<file path="src/rtl/data_mem_access.sv">
// Load/store execution unit driving a word-wide synchronous data SRAM.
// Handles byte-lane alignment, load extension and splits word-spanning accesses.
module data_mem_access #(
    parameter int MEM_AW           = 30,
    parameter int ALLOW_MISALIGNED = 1
) (
    input  logic              i_clk,
    input  logic              i_rst,
    input  logic              i_req_valid,
    output logic              o_req_ready,
    input  logic [31:0]       i_addr,
    input  logic [31:0]       i_wdata,
    input  logic              i_write_mem_1B,
    input  logic              i_write_mem_2B,
    input  logic              i_write_mem_4B,
    input  logic              i_read_mem_1B,
    input  logic              i_read_mem_2B,
    input  logic              i_read_mem_4B,
    input  logic              i_extension_mem,
    output logic              o_resp_valid,
    output logic              o_resp_err,
    output logic [31:0]       o_rdata,
    output logic              o_mem_en,
    output logic              o_mem_we,
    output logic [MEM_AW-1:0] o_mem_addr,
    output logic [3:0]        o_mem_wstrb,
    output logic [31:0]       o_mem_wdata,
    input  logic [31:0]       i_mem_rdata
);

    typedef enum logic [2:0] {S_IDLE, S_ACC0, S_ACC1, S_CAP, S_RESP} state_t;

    state_t            r_state;
    logic              r_resp_valid;
    logic              r_resp_err;
    logic [31:0]       r_rdata;
    logic              r_mem_en;
    logic              r_mem_we;
    logic [MEM_AW-1:0] r_mem_addr;
    logic [3:0]        r_mem_wstrb;
    logic [31:0]       r_mem_wdata;

    // Latched request context
    logic              r_store;
    logic              r_span;
    logic              r_ext;
    logic [1:0]        r_k;
    logic [1:0]        r_size;
    logic [3:0]        r_strb_hi;
    logic [31:0]       r_wdata_hi;
    logic [31:0]       r_lo;

    logic              w_legal;
    logic              w_store;
    logic              w_sz2;
    logic              w_sz4;
    logic [1:0]        w_k;
    logic [1:0]        w_size;
    logic              w_span;
    logic [3:0]        w_mask;
    logic [7:0]        w_strb8;
    logic [63:0]       w_wd64;
    logic [MEM_AW-1:0] w_word;

    assign w_legal = $onehot({i_write_mem_1B, i_write_mem_2B, i_write_mem_4B,
                              i_read_mem_1B, i_read_mem_2B, i_read_mem_4B});
    assign w_store = i_write_mem_1B | i_write_mem_2B | i_write_mem_4B;
    assign w_sz2   = i_write_mem_2B | i_read_mem_2B;
    assign w_sz4   = i_write_mem_4B | i_read_mem_4B;
    assign w_k     = i_addr[1:0];
    assign w_size  = w_sz4 ? 2'd2 : (w_sz2 ? 2'd1 : 2'd0);
    assign w_span  = (w_sz2 && (w_k == 2'd3)) || (w_sz4 && (w_k != 2'd0));
    assign w_mask  = w_sz4 ? 4'b1111 : (w_sz2 ? 4'b0011 : 4'b0001);
    // The upper nibble / upper word of the shifted values is exactly the
    // second-cycle lane set and data of a spanning store.
    assign w_strb8 = {4'b0000, w_mask} << w_k;
    assign w_wd64  = {32'd0, i_wdata} << {w_k, 3'b000};
    assign w_word  = i_addr[MEM_AW+1:2];

    function automatic logic [31:0] f_load(input logic [63:0] pair, input logic [1:0] k,
                                           input logic [1:0] size, input logic ext);
        logic [31:0] sh;
        sh = 32'(pair >> {k, 3'b000});
        case (size)
            2'd0:    f_load = {{24{ext & sh[7]}}, sh[7:0]};
            2'd1:    f_load = {{16{ext & sh[15]}}, sh[15:0]};
            default: f_load = sh;
        endcase
    endfunction

    always_ff @(posedge i_clk) begin
        if (i_rst) begin
            r_state      <= S_IDLE;
            r_resp_valid <= 1'b0;
            r_resp_err   <= 1'b0;
            r_rdata      <= 32'd0;
            r_mem_en     <= 1'b0;
            r_mem_we     <= 1'b0;
            r_mem_addr   <= '0;
            r_mem_wstrb  <= 4'd0;
            r_mem_wdata  <= 32'd0;
        end else begin
            r_resp_valid <= 1'b0;
            r_resp_err   <= 1'b0;
            r_mem_en     <= 1'b0;
            r_mem_we     <= 1'b0;
            r_mem_wstrb  <= 4'd0;
            r_mem_wdata  <= 32'd0;
            case (r_state)
                S_IDLE: begin
                    if (i_req_valid) begin
                        r_store    <= w_store;
                        r_span     <= w_span;
                        r_ext      <= i_extension_mem;
                        r_k        <= w_k;
                        r_size     <= w_size;
                        r_strb_hi  <= w_strb8[7:4];
                        r_wdata_hi <= w_wd64[63:32];
                        if (!w_legal || (w_span && (ALLOW_MISALIGNED == 0))) begin
                            r_state      <= S_RESP;
                            r_resp_valid <= 1'b1;
                            r_resp_err   <= 1'b1;
                        end else begin
                            r_state     <= S_ACC0;
                            r_mem_en    <= 1'b1;
                            r_mem_we    <= w_store;
                            r_mem_addr  <= w_word;
                            r_mem_wstrb <= w_store ? w_strb8[3:0] : 4'd0;
                            r_mem_wdata <= w_store ? w_wd64[31:0] : 32'd0;
                        end
                    end
                end
                S_ACC0: begin
                    if (r_span) begin
                        r_state     <= S_ACC1;
                        r_mem_en    <= 1'b1;
                        r_mem_we    <= r_store;
                        r_mem_addr  <= r_mem_addr + MEM_AW'(1);
                        r_mem_wstrb <= r_store ? r_strb_hi : 4'd0;
                        r_mem_wdata <= r_store ? r_wdata_hi : 32'd0;
                    end else if (r_store) begin
                        r_state      <= S_RESP;
                        r_resp_valid <= 1'b1;
                    end else begin
                        r_state <= S_CAP;
                    end
                end
                S_ACC1: begin
                    // Read data of the first word arrives during this cycle
                    r_lo <= i_mem_rdata;
                    if (r_store) begin
                        r_state      <= S_RESP;
                        r_resp_valid <= 1'b1;
                    end else begin
                        r_state <= S_CAP;
                    end
                end
                S_CAP: begin
                    r_rdata      <= f_load(r_span ? {i_mem_rdata, r_lo} : {32'd0, i_mem_rdata},
                                           r_k, r_size, r_ext);
                    r_state      <= S_RESP;
                    r_resp_valid <= 1'b1;
                end
                S_RESP: begin
                    r_rdata <= 32'd0;
                    r_state <= S_IDLE;
                end
                default: r_state <= S_IDLE;
            endcase
        end
    end

    assign o_req_ready  = (r_state == S_IDLE);
    assign o_resp_valid = r_resp_valid;
    assign o_resp_err   = r_resp_err;
    assign o_rdata      = r_rdata;
    assign o_mem_en     = r_mem_en;
    assign o_mem_we     = r_mem_we;
    assign o_mem_addr   = r_mem_addr;
    assign o_mem_wstrb  = r_mem_wstrb;
    assign o_mem_wdata  = r_mem_wdata;

endmodule

</file>
<file path="config.mk">
export PLATFORM = sky130hd
export DESIGN_NAME = data_mem_access
export DESIGN_NICKNAME = d
export VERILOG_FILES = /design/src/rtl/data_mem_access.sv
export SDC_FILE = /design/constraint.sdc
export NUM_CORES = 1
export LEC_CHECK = 0
export BUFFER_PORTS_ARGS = -buffer_cell sky130_fd_sc_hd__buf_2
export CAP_MARGIN = 20
export CORE_UTILIZATION = 49
export CTS_CLUSTER_SIZE = 8
export DETAILED_ROUTE_END_ITERATION = 6
export PLACE_DENSITY = 0.74
export SLEW_MARGIN = 15
export SYNTH_ARGS = -nofsm -noshare
export SYNTH_HDL_FRONTEND = slang
export SYNTH_SLANG_ARGS = --single-unit
</file>
<file path="constraint.sdc">
create_clock -name i_clk -period 6 [get_ports i_clk]
set_input_delay 1.2 -clock i_clk [delete_from_list [all_inputs] [get_ports i_clk]]
set_output_delay 1.2 -clock i_clk [all_outputs]
set_load 0.05 [all_outputs]
</file>
==> results of run 1 <==
==> area by class of cell <==
cell class              instances  area [um2]
multi-input cells             599        4190
well taps                     225       281.5
flip-flops and latches        171        4084
clock inverters                14       180.2
fillers                      1495        6888
repair buffers                220        1139
clock buffers                  18       439.2
inverters                      25       95.09
==> registers in the layout, summed over array words and instances (netlist names) <==
name,flops
r_span,1
r_store,1
o_rdata,32
o_resp_valid,1
r_strb_hi,3
o_mem_en,1
r_k,2
r_size,2
o_mem_addr,30
r_lo,32
r_ext,1
o_mem_we,1
r_wdata_hi,24
o_mem_wstrb,4
r_state,3
o_resp_err,1
o_mem_wdata,32
==> worst max path at each step <==
stage	startpoint	endpoint	slack (ns)	cells after the start
after detailed placement	i_write_mem_2B	o_mem_wdata[19]	1.07	12
after floorplan	i_rst	r_lo[0]	0.59	3
final	i_write_mem_2B	o_mem_wdata[17]	1.49	12
after CTS	i_write_mem_2B	o_mem_wdata[17]	1.52	12
after global routing	i_write_mem_2B	o_mem_wdata[21]	1.27	12
after global placement	i_write_mem_2B	o_mem_addr[24]	1.22	12
==> cells by family after synthesis <==
| logic type | after synthesis | synth area share |
|---|---|---|
| DFF | 171 | 0.4690 |
| muxes | 79 | 0.1128 |
| AOI/OAI and AO/OA | 237 | 0.1918 |
| and+or+nand+nor | 277 | 0.1631 |
| adders and majority gates | 6 | 0.01121 |
| buffers and inverters | 94 | 0.05215 |
==> cell usage in the layout (no fill, tap or decap), types with 12 or more instances in the layout <==
cell type  netlist  final
a211oi_1        29     29
and3_1          14     14
a21oi_1         48     48
clkbuf_16        0     17
nor2_1          88     88
a22oi_1         20     20
mux2_2          23     23
dfxtp_1        105    105
buf_2           17    208
mux2i_1         43     43
mux4_2          12     12
a31oi_1         16     16
o21ai_0         34     34
nand3_1         19     19
nand2_1         75     75
inv_1           21     21
edfxtp_1        66     66
==> routing by layer <==
metal,vias up,GRT usage,wire length [um]
met1,3628,0.3501,10270
met5,-,0,0
li1,3611,-,-
met2,305,0.4083,11200
met4,0,0.08677,422
met3,36,0.04751,1537
==> power by group through the flow <==
stage | Combinational, W | Sequential, W | Clock [W]
after floorplan | 0.000303 | 0.00143 | 0
after global placement | 0.000538 | 0.00134 | 0
after detailed placement | 0.000545 | 0.00135 | 0
after CTS | 0.000547 | 0.00132 | 0.00118
after global routing | 0.000598 | 0.00132 | 0.00123
final | 0.000553 | 0.00132 | 0.00116
==> metrics by stage <==
step	hold slack, ns	util	cell area [um2]
floorplan	0.4495	-	8708
global placement	0.4427	0.5651	9774
detailed placement	0.4440	0.5651	9774
CTS	0.4662	0.6009	10390
global route	0.4943	0.6018	10410
finish	0.4609	0.6018	10410
==> critical path: stages <==
cell	delay, ns
buf_2	0.11
inv_1	0.11
fa_1	0.47
fa_1	0.50
inv_1	0.04
ha_1	0.18
fa_1	0.46
nor3b_2	0.36
nand4_1	0.27
nor2_2	0.73
a222oi_1	0.26
nor2_1	0.16
==> results.cfg, run 1 <==
[pwr]
p_int_w = 0.002122
p_total_w = 0.003031
pwr-share-comb = 0.183
peakVddDrop_v = 0.0001998
switching_share = 0.2999
power.share.clock = 0.383
powerDensity_nw_per_um2 = 291.2
p_seq_frac = 0.435
cellLeakagePower_nw = 4.374
p_switching_w = 0.0009091

[detailed_routing]
drt-total-wl_um = 23430
first_pass_iters = 7
vias_per_cell = 5.959
ant_nets = 0
drc = 3
drtIter0Drc = 645
num_vias = 7580
wl_per_cell_um = 18.42

[setup_path]
arrival_ns = 4.86
crit_type = in -> reg
critical_path.max_fanout = 18
crit-reg2reg-launch = r_state[0]
cp-start-kind = primary input
crit_path_end_kind = register
r2r_cells = 5
rrSetupSlack_ns = 3.03
reg2reg_to = o_mem_wdata[17]
crit_required_ns = 6.35

[final_layout]
antenna_cells = 0
instances_no_fill = 1272
final_nets = 1146
layout-drive-gt1-share = 0.3056
syn_to_final_growth_pct = 19.53

[place]
place_ws_ns = 1.070
io_buffers = 208
gp_congestion = 0.8836
dp.cells = 1239
hpwlAfterDp_um = 15910

[synthesis]
synth_most_common_cell = dfxtp_1
syn_area_um2 = 8708
synth-edff-count = 66
synth_common_cells = dfxtp_1, nor2_1, nand2_1
synth-async-reset-ratio = 0
ys_seq_area_frac = 0.4690
yosys_warnings = 0
synthFlopType = dfxtp_1
synth.avg_cell_area_um2 = 10.08
ys_ff_latch = 171
ys_top_cells_by_area = dfxtp_1, edfxtp_1, mux2i_1, nor2_1, nand2_1
synthDistinctLibCells = 85
synth_top_area_frac = 0.2414
synth_area_leader_cell = dfxtp_1
syn_inst = 864
synth_nets = 976

[cts]
cts_made_buffers = 17
cts_hold_buf = 0
htreeDepth = 4
clock_path_buffers = 2
cts_resized = 0
cts-root-buf = clkbuf_16
cts_tree = done
clk_pin_slew_ns = 0.07
post_cts_buffers = 0
clk_latency_ns = 0.43
cts.sinks = 171

[die]
start_util = 0.5035
io_pins = 209
die_h_um = 135.3
die_width_um = 135.3
core_area_um2 = 17300
num_rows = 48
dieArea_um2 = 18310

[grt]
grt_pass1_vias = 6954
grt_max_degree = 54
grt.overflow.total = 0
track_usage = 0.2564
grt_antenna_before_repair = 0
grt_pass1_wl_um = 36690

[outcome]
violations = DRC
status = finished, violations left

[hold_path]
hp-class = reg -> reg
worstHoldPathCells = 2
min_from = o_rdata[31]
holdPathEnd = o_rdata[31]

[timing]
tightest_slew_ns = 1.106
fmax_mhz = 221.8
rsz0062_at_grt = false
finalHoldViolations = 0
max_slew_margin = 0.2629
setup-tns-final_ns = 0
setup_violations = 0
clock_skew_ns = 0.008052
drv_slew = 0
fin_crit_ns = 4.508
setup_ws_ns = 1.492
fin_crit_sh = 0.7514

[run]
max-cap-violations = 0
No activity file was read; power rests on OpenSTA's default activity.
==> inputs of run 2 (changes only) <==
--- a/config.mk
+++ b/config.mk
@@ -5,12 +5,13 @@
 export SDC_FILE = /design/constraint.sdc
 export NUM_CORES = 1
 export LEC_CHECK = 0
+export ABC_AREA = 1
 export BUFFER_PORTS_ARGS = -buffer_cell sky130_fd_sc_hd__buf_2
 export CAP_MARGIN = 20
 export CORE_UTILIZATION = 49
 export CTS_CLUSTER_SIZE = 8
 export DETAILED_ROUTE_END_ITERATION = 6
-export PLACE_DENSITY = 0.74
+export PLACE_DENSITY = 0.73
 export SLEW_MARGIN = 15
 export SYNTH_ARGS = -nofsm -noshare
 export SYNTH_HDL_FRONTEND = slang
==> constraint.sdc (replaced) <==
create_clock -name i_clk -period 4.5 [get_ports i_clk]
set_input_delay 0.9 -clock i_clk [delete_from_list [all_inputs] [get_ports i_clk]]
set_output_delay 0.9 -clock i_clk [all_outputs]
set_load 0.05 [all_outputs]
==> results.cfg, run 2 <==
[outcome]
status = complete, no violations

[synthesis]
synth-edff-count = 66
ys_ff_latch = 171
yosys_warnings = 0
synth_top_area_frac = 0.2215
synth-async-reset-ratio = 0
ys_top_cells_by_area = dfxtp_1, edfxtp_1, nand2_1, nand3_1, a21oi_1
synth_common_cells = nand2_1, nand3_1, a21oi_1
synthDistinctLibCells = 44
synth_most_common_cell = nand2_1
synth.avg_cell_area_um2 = 7.217
ys_seq_area_frac = 0.4303
synth_nets = 1427
syn_area_um2 = 9490
synth_area_leader_cell = dfxtp_1
syn_inst = 1315
synthFlopType = dfxtp_1

[timing]
clock_skew_ns = 0.01265
setup-tns-final_ns = 0
finalHoldViolations = 0
max_slew_margin = 0.3078
drv_slew = 0
fin_crit_ns = 3.819
fmax_mhz = 261.9
fin_crit_sh = 0.8486
rsz0062_at_grt = false
setup_violations = 0
setup_ws_ns = 0.6813
tightest_slew_ns = 1.037

[cts]
clock_path_buffers = 2
htreeDepth = 4
cts_hold_buf = 0
clk_pin_slew_ns = 0.07
cts-root-buf = clkbuf_16
post_cts_buffers = 0
cts_made_buffers = 17
cts_resized = 0
clk_latency_ns = 0.44
cts.sinks = 171
cts_tree = done

[run]
max-cap-violations = 0

[setup_path]
crit_path_end_kind = register
rrSetupSlack_ns = 1.84
arrival_ns = 4.17
crit_required_ns = 4.85
crit-reg2reg-launch = r_span
critical_path.max_fanout = 11
reg2reg_to = o_rdata[28]
crit_type = in -> reg
cp-start-kind = primary input
r2r_cells = 9

[hold_path]
min_from = o_rdata[4]
worstHoldPathCells = 2
holdPathEnd = o_rdata[4]
hp-class = reg -> reg

[die]
die_width_um = 141.2
dieArea_um2 = 19930
io_pins = 209
start_util = 0.5040
num_rows = 50
core_area_um2 = 18830
die_h_um = 141.2

[pwr]
peakVddDrop_v = 0.0002553
powerDensity_nw_per_um2 = 366.4
cellLeakagePower_nw = 4.756

[detailed_routing]
drtIter0Drc = 691
wl_per_cell_um = 15.33
num_vias = 9351
ant_nets = 0
vias_per_cell = 5.340
first_pass_iters = 5
drt-total-wl_um = 26850
drc = 0

[final_layout]
design_area_um2 = 11110
final_util = 0.5900
final_nets = 1589
instances_no_fill = 1751
layout-drive-gt1-share = 0.2013
syn_to_final_growth_pct = 17.07
layout_commonest_cell = nand2_1
final_cell_mix = nand2_1, buf_2, nand3_1, a21oi_1, dfxtp_1

[place]
place_area_um2 = 10510
io_buffers = 208
hpwlAfterDp_um = 18690
gp_congestion = 0.8803
dp.cells = 1718
place_ws_ns = 0.2087

[grt]
grt_max_degree = 63
track_usage = 0.2742
grt_pass1_vias = 8476
grt_pass1_wl_um = 43000
grt_antenna_before_repair = 1
grt.overflow.total = 0
run 2: worst max path at each step:
| stage | from | to | depth (start not counted) |
|---|---|---|---|
| final | i_write_mem_2B | o_mem_wdata[3] | 14 |
| after global routing | i_write_mem_2B | o_mem_wdata[3] | 14 |
| after CTS | i_write_mem_2B | o_mem_wdata[3] | 14 |
| after detailed placement | i_write_mem_2B | o_mem_wdata[10] | 14 |
| after global placement | i_write_mem_2B | o_mem_wdata[2] | 14 |
| after floorplan | i_rst | r_ext | 3 |
run 2: kinds of logic (layout without fill, tap and decap cells):
family	count (synthesis)	count (layout)	share of synthesized area
buffers and inverters	179	354	0.08741
muxes	3	3	0.003164
AOI/OAI and AO/OA	250	250	0.1533
DFF	171	171	0.4303
adders and majority gates	6	6	0.01028
and+or+nand+nor	706	706	0.3155
other	0	1	0
run 2: stage by stage:
step	hold slack (ns)	power, W
2_1_floorplan	0.4460	0.002408
3_3_place_gp	0.4501	0.002612
3_5_place_dp	0.4522	0.002623
4_1_cts	0.4640	0.004096
5_1_grt	0.4777	0.004242
6_report	0.4616	0.004070
run 2: area by class of cell:
cell class	count	area, um2
Clock inverter	15	168.9
Timing Repair Buffer	218	1129
Sequential cell	171	4084
Fill cell	1756	7720
Clock buffer	17	425.4
Tap cell	260	325.3
Antenna cell	1	2.502
Multi-Input combinational cell	965	4584
Inverter	104	391.6
run 2: layer usage:
metal,share of wire,vias to the layer above,GRT usage,wire length (um)
met3,0.077,50,0.04959,2071
li1,-,4656,-,-
met2,0.46,381,0.4312,12220
met4,0.033,0,0.1270,893
met1,0.43,4264,0.3660,11670
met5,0,-,0,0
run 2: worst max-delay path, stage by stage:
cell	delay, ns
buf_2	0.10
inv_1	0.08
fa_1	0.46
fa_1	0.50
inv_1	0.04
ha_1	0.18
fa_1	0.44
nor3b_2	0.41
nand3_4	0.15
nor2_4	0.33
nand2_4	0.15
nor2_8	0.20
nand2_1	0.07
a21oi_1	0.13
run 2: where the power goes:
part / switching [W] / internal, W
Combinational: 0.000606 / 0.000230
Clock: 0.000723 / 0.000752
Sequential: 0.0000696 / 0.00169
Total: 0.00140 / 0.00267
==> inputs of run 3 (changes only) <==
--- a/config.mk
+++ b/config.mk
@@ -5,13 +5,13 @@
 export SDC_FILE = /design/constraint.sdc
 export NUM_CORES = 1
 export LEC_CHECK = 0
-export ABC_AREA = 1
+export ABC_AREA = 0
 export BUFFER_PORTS_ARGS = -buffer_cell sky130_fd_sc_hd__buf_2
 export CAP_MARGIN = 20
 export CORE_UTILIZATION = 49
 export CTS_CLUSTER_SIZE = 8
 export DETAILED_ROUTE_END_ITERATION = 6
-export PLACE_DENSITY = 0.73
+export PLACE_DENSITY = 0.74
 export SLEW_MARGIN = 15
 export SYNTH_ARGS = -nofsm -noshare
 export SYNTH_HDL_FRONTEND = slang
==> constraint.sdc (replaced) <==
create_clock -name i_clk -period 3.6 [get_ports i_clk]
set_input_delay 0.72 -clock i_clk [delete_from_list [all_inputs] [get_ports i_clk]]
set_output_delay 0.72 -clock i_clk [all_outputs]
set_load 0.05 [all_outputs]
==> results.cfg, run 3 (synthesis results as in run 1) <==
[die]
dieArea_um2 = 18310
num_rows = 48
core_area_um2 = 17300
die_width_um = 135.3
die_h_um = 135.3
io_pins = 209
start_util = 0.5035

[detailed_routing]
drc = 0
vias_per_cell = 5.981
drtIter0Drc = 585
wl_per_cell_um = 18.54
num_vias = 7775
ant_nets = 0
first_pass_iters = 6
drt-total-wl_um = 24100

[grt]
grt_pass1_vias = 7357
grt_pass1_wl_um = 37420
grt_max_degree = 35
track_usage = 0.2642
grt.overflow.total = 0
grt_antenna_before_repair = 0

[timing]
drv_slew = 0
setup_ws_ns = 0.1441
finalHoldViolations = 0
hold_ws_ns = 0.4631
fin_crit_sh = 0.9600
tightest_slew_ns = 0.9012
max_slew_margin = 0.3992
setup_violations = 0
fin_crit_ns = 3.456
fmax_mhz = 289.4
clock_skew_ns = 0.01293

[final_layout]
final_util = 0.6152
syn_to_final_growth_pct = 22.18
final_nets = 1173
design_area_um2 = 10640
layout-drive-gt1-share = 0.3277
final_cell_mix = buf_2, dfxtp_1, nor2_1, nand2_1, edfxtp_1
layout_commonest_cell = buf_2

[pwr]
p_total_w = 0.005017
peakVddDrop_v = 0.0003370
cellLeakagePower_nw = 4.494
powerDensity_nw_per_um2 = 471.5

[setup_path]
cpMaxStageDelayCell = fa_1
max_stage_delay_ns = 0.53
arrival_ns = 3.80
critical_path.max_fanout = 5
crit_path_end_kind = register
cp-start-kind = primary input
path_cells = buf_2, inv_2, fa_1, fa_1, inv_1, ha_2, fa_1, nor3b_4, buf_4, nand4_1, buf_4, or2_2, a211oi_1
cpMostUsedCell = fa_1
crit_required_ns = 3.95
crit_type = in -> reg

[cts]
clock_path_buffers = 2
cts.sinks = 171
cts_tree = done
cts_hold_buf = 0
htreeDepth = 4
cts_made_buffers = 17
cts-root-buf = clkbuf_16
clk_latency_ns = 0.44
clk_pin_slew_ns = 0.07

[place]
hpwlAfterDp_um = 16540
io_buffers = 208
place_ws_ns = -0.4166
gp_congestion = 0.8671
place_area_um2 = 10000

[outcome]
status = complete, no violations

[hold_path]
hp-class = reg -> reg

[run]
max-cap-violations = 0
run 3: layout make-up:
type	instances	area, um2
tap	225	281.5
clock buffer	17	425.4
fill	1494	6656
inverter	25	95.09
sequential	171	4084
timing repair buffer	246	1339
clock inverter	15	177.7
antenna	1	2.502
multi-input combinational	600	4235
run 3: power by group:
| part | leakage (nW) | switching, W | total [W] | internal (W) |
|---|---|---|---|---|
| Combinational | 2.75 | 0.000636 | 0.000979 | 0.000342 |
| Clock | 0.290 | 0.000908 | 0.00185 | 0.000939 |
| Sequential | 1.46 | 0.0000881 | 0.00219 | 0.00210 |
run 3: path summary, 6_finish.rpt:
path                                startpoint               to  slack [ns]  cells past startpoint
worst min-delay path               o_rdata[12]      o_rdata[12]        0.46                      1
worst max-delay path            i_write_mem_1B  o_mem_wdata[30]        0.14                     13
worst min register to register     o_rdata[12]      o_rdata[12]        0.46                      1
worst max register to register      r_state[1]      o_rdata[17]        1.06                      5
run 3: per-layer routing:
metal	GRT usage	up-vias	wire length, um
met3	0.04302	47	1829
met2	0.4259	361	11380
met1	0.3548	3698	10320
met5	0	-	0
met4	0.1042	0	572
li1	-	3669	-
run 3: timing repair:
| item | in CTS | in global routing |
|---|---|---|
| resized for setup | 0 | 4 |
| endpoints found under the setup margin | 0 | 19 |
| setup buffers | 0 | 1 |
run 3: through the flow:
step,instances,TNS (ns)
final,1300,0
after global routing,1299,-0.004790
after CTS,1297,0
after detailed placement,1265,-13.31
after global placement,1265,-9.480
after floorplan,864,-0.1986
run 3: critical path, delay by kind of cell:
family          cells  cell delay [ns]
buf+inv             5             0.50
fa+ha+maj           4             1.67
simple gates        3             0.69
compound gates      1             0.21
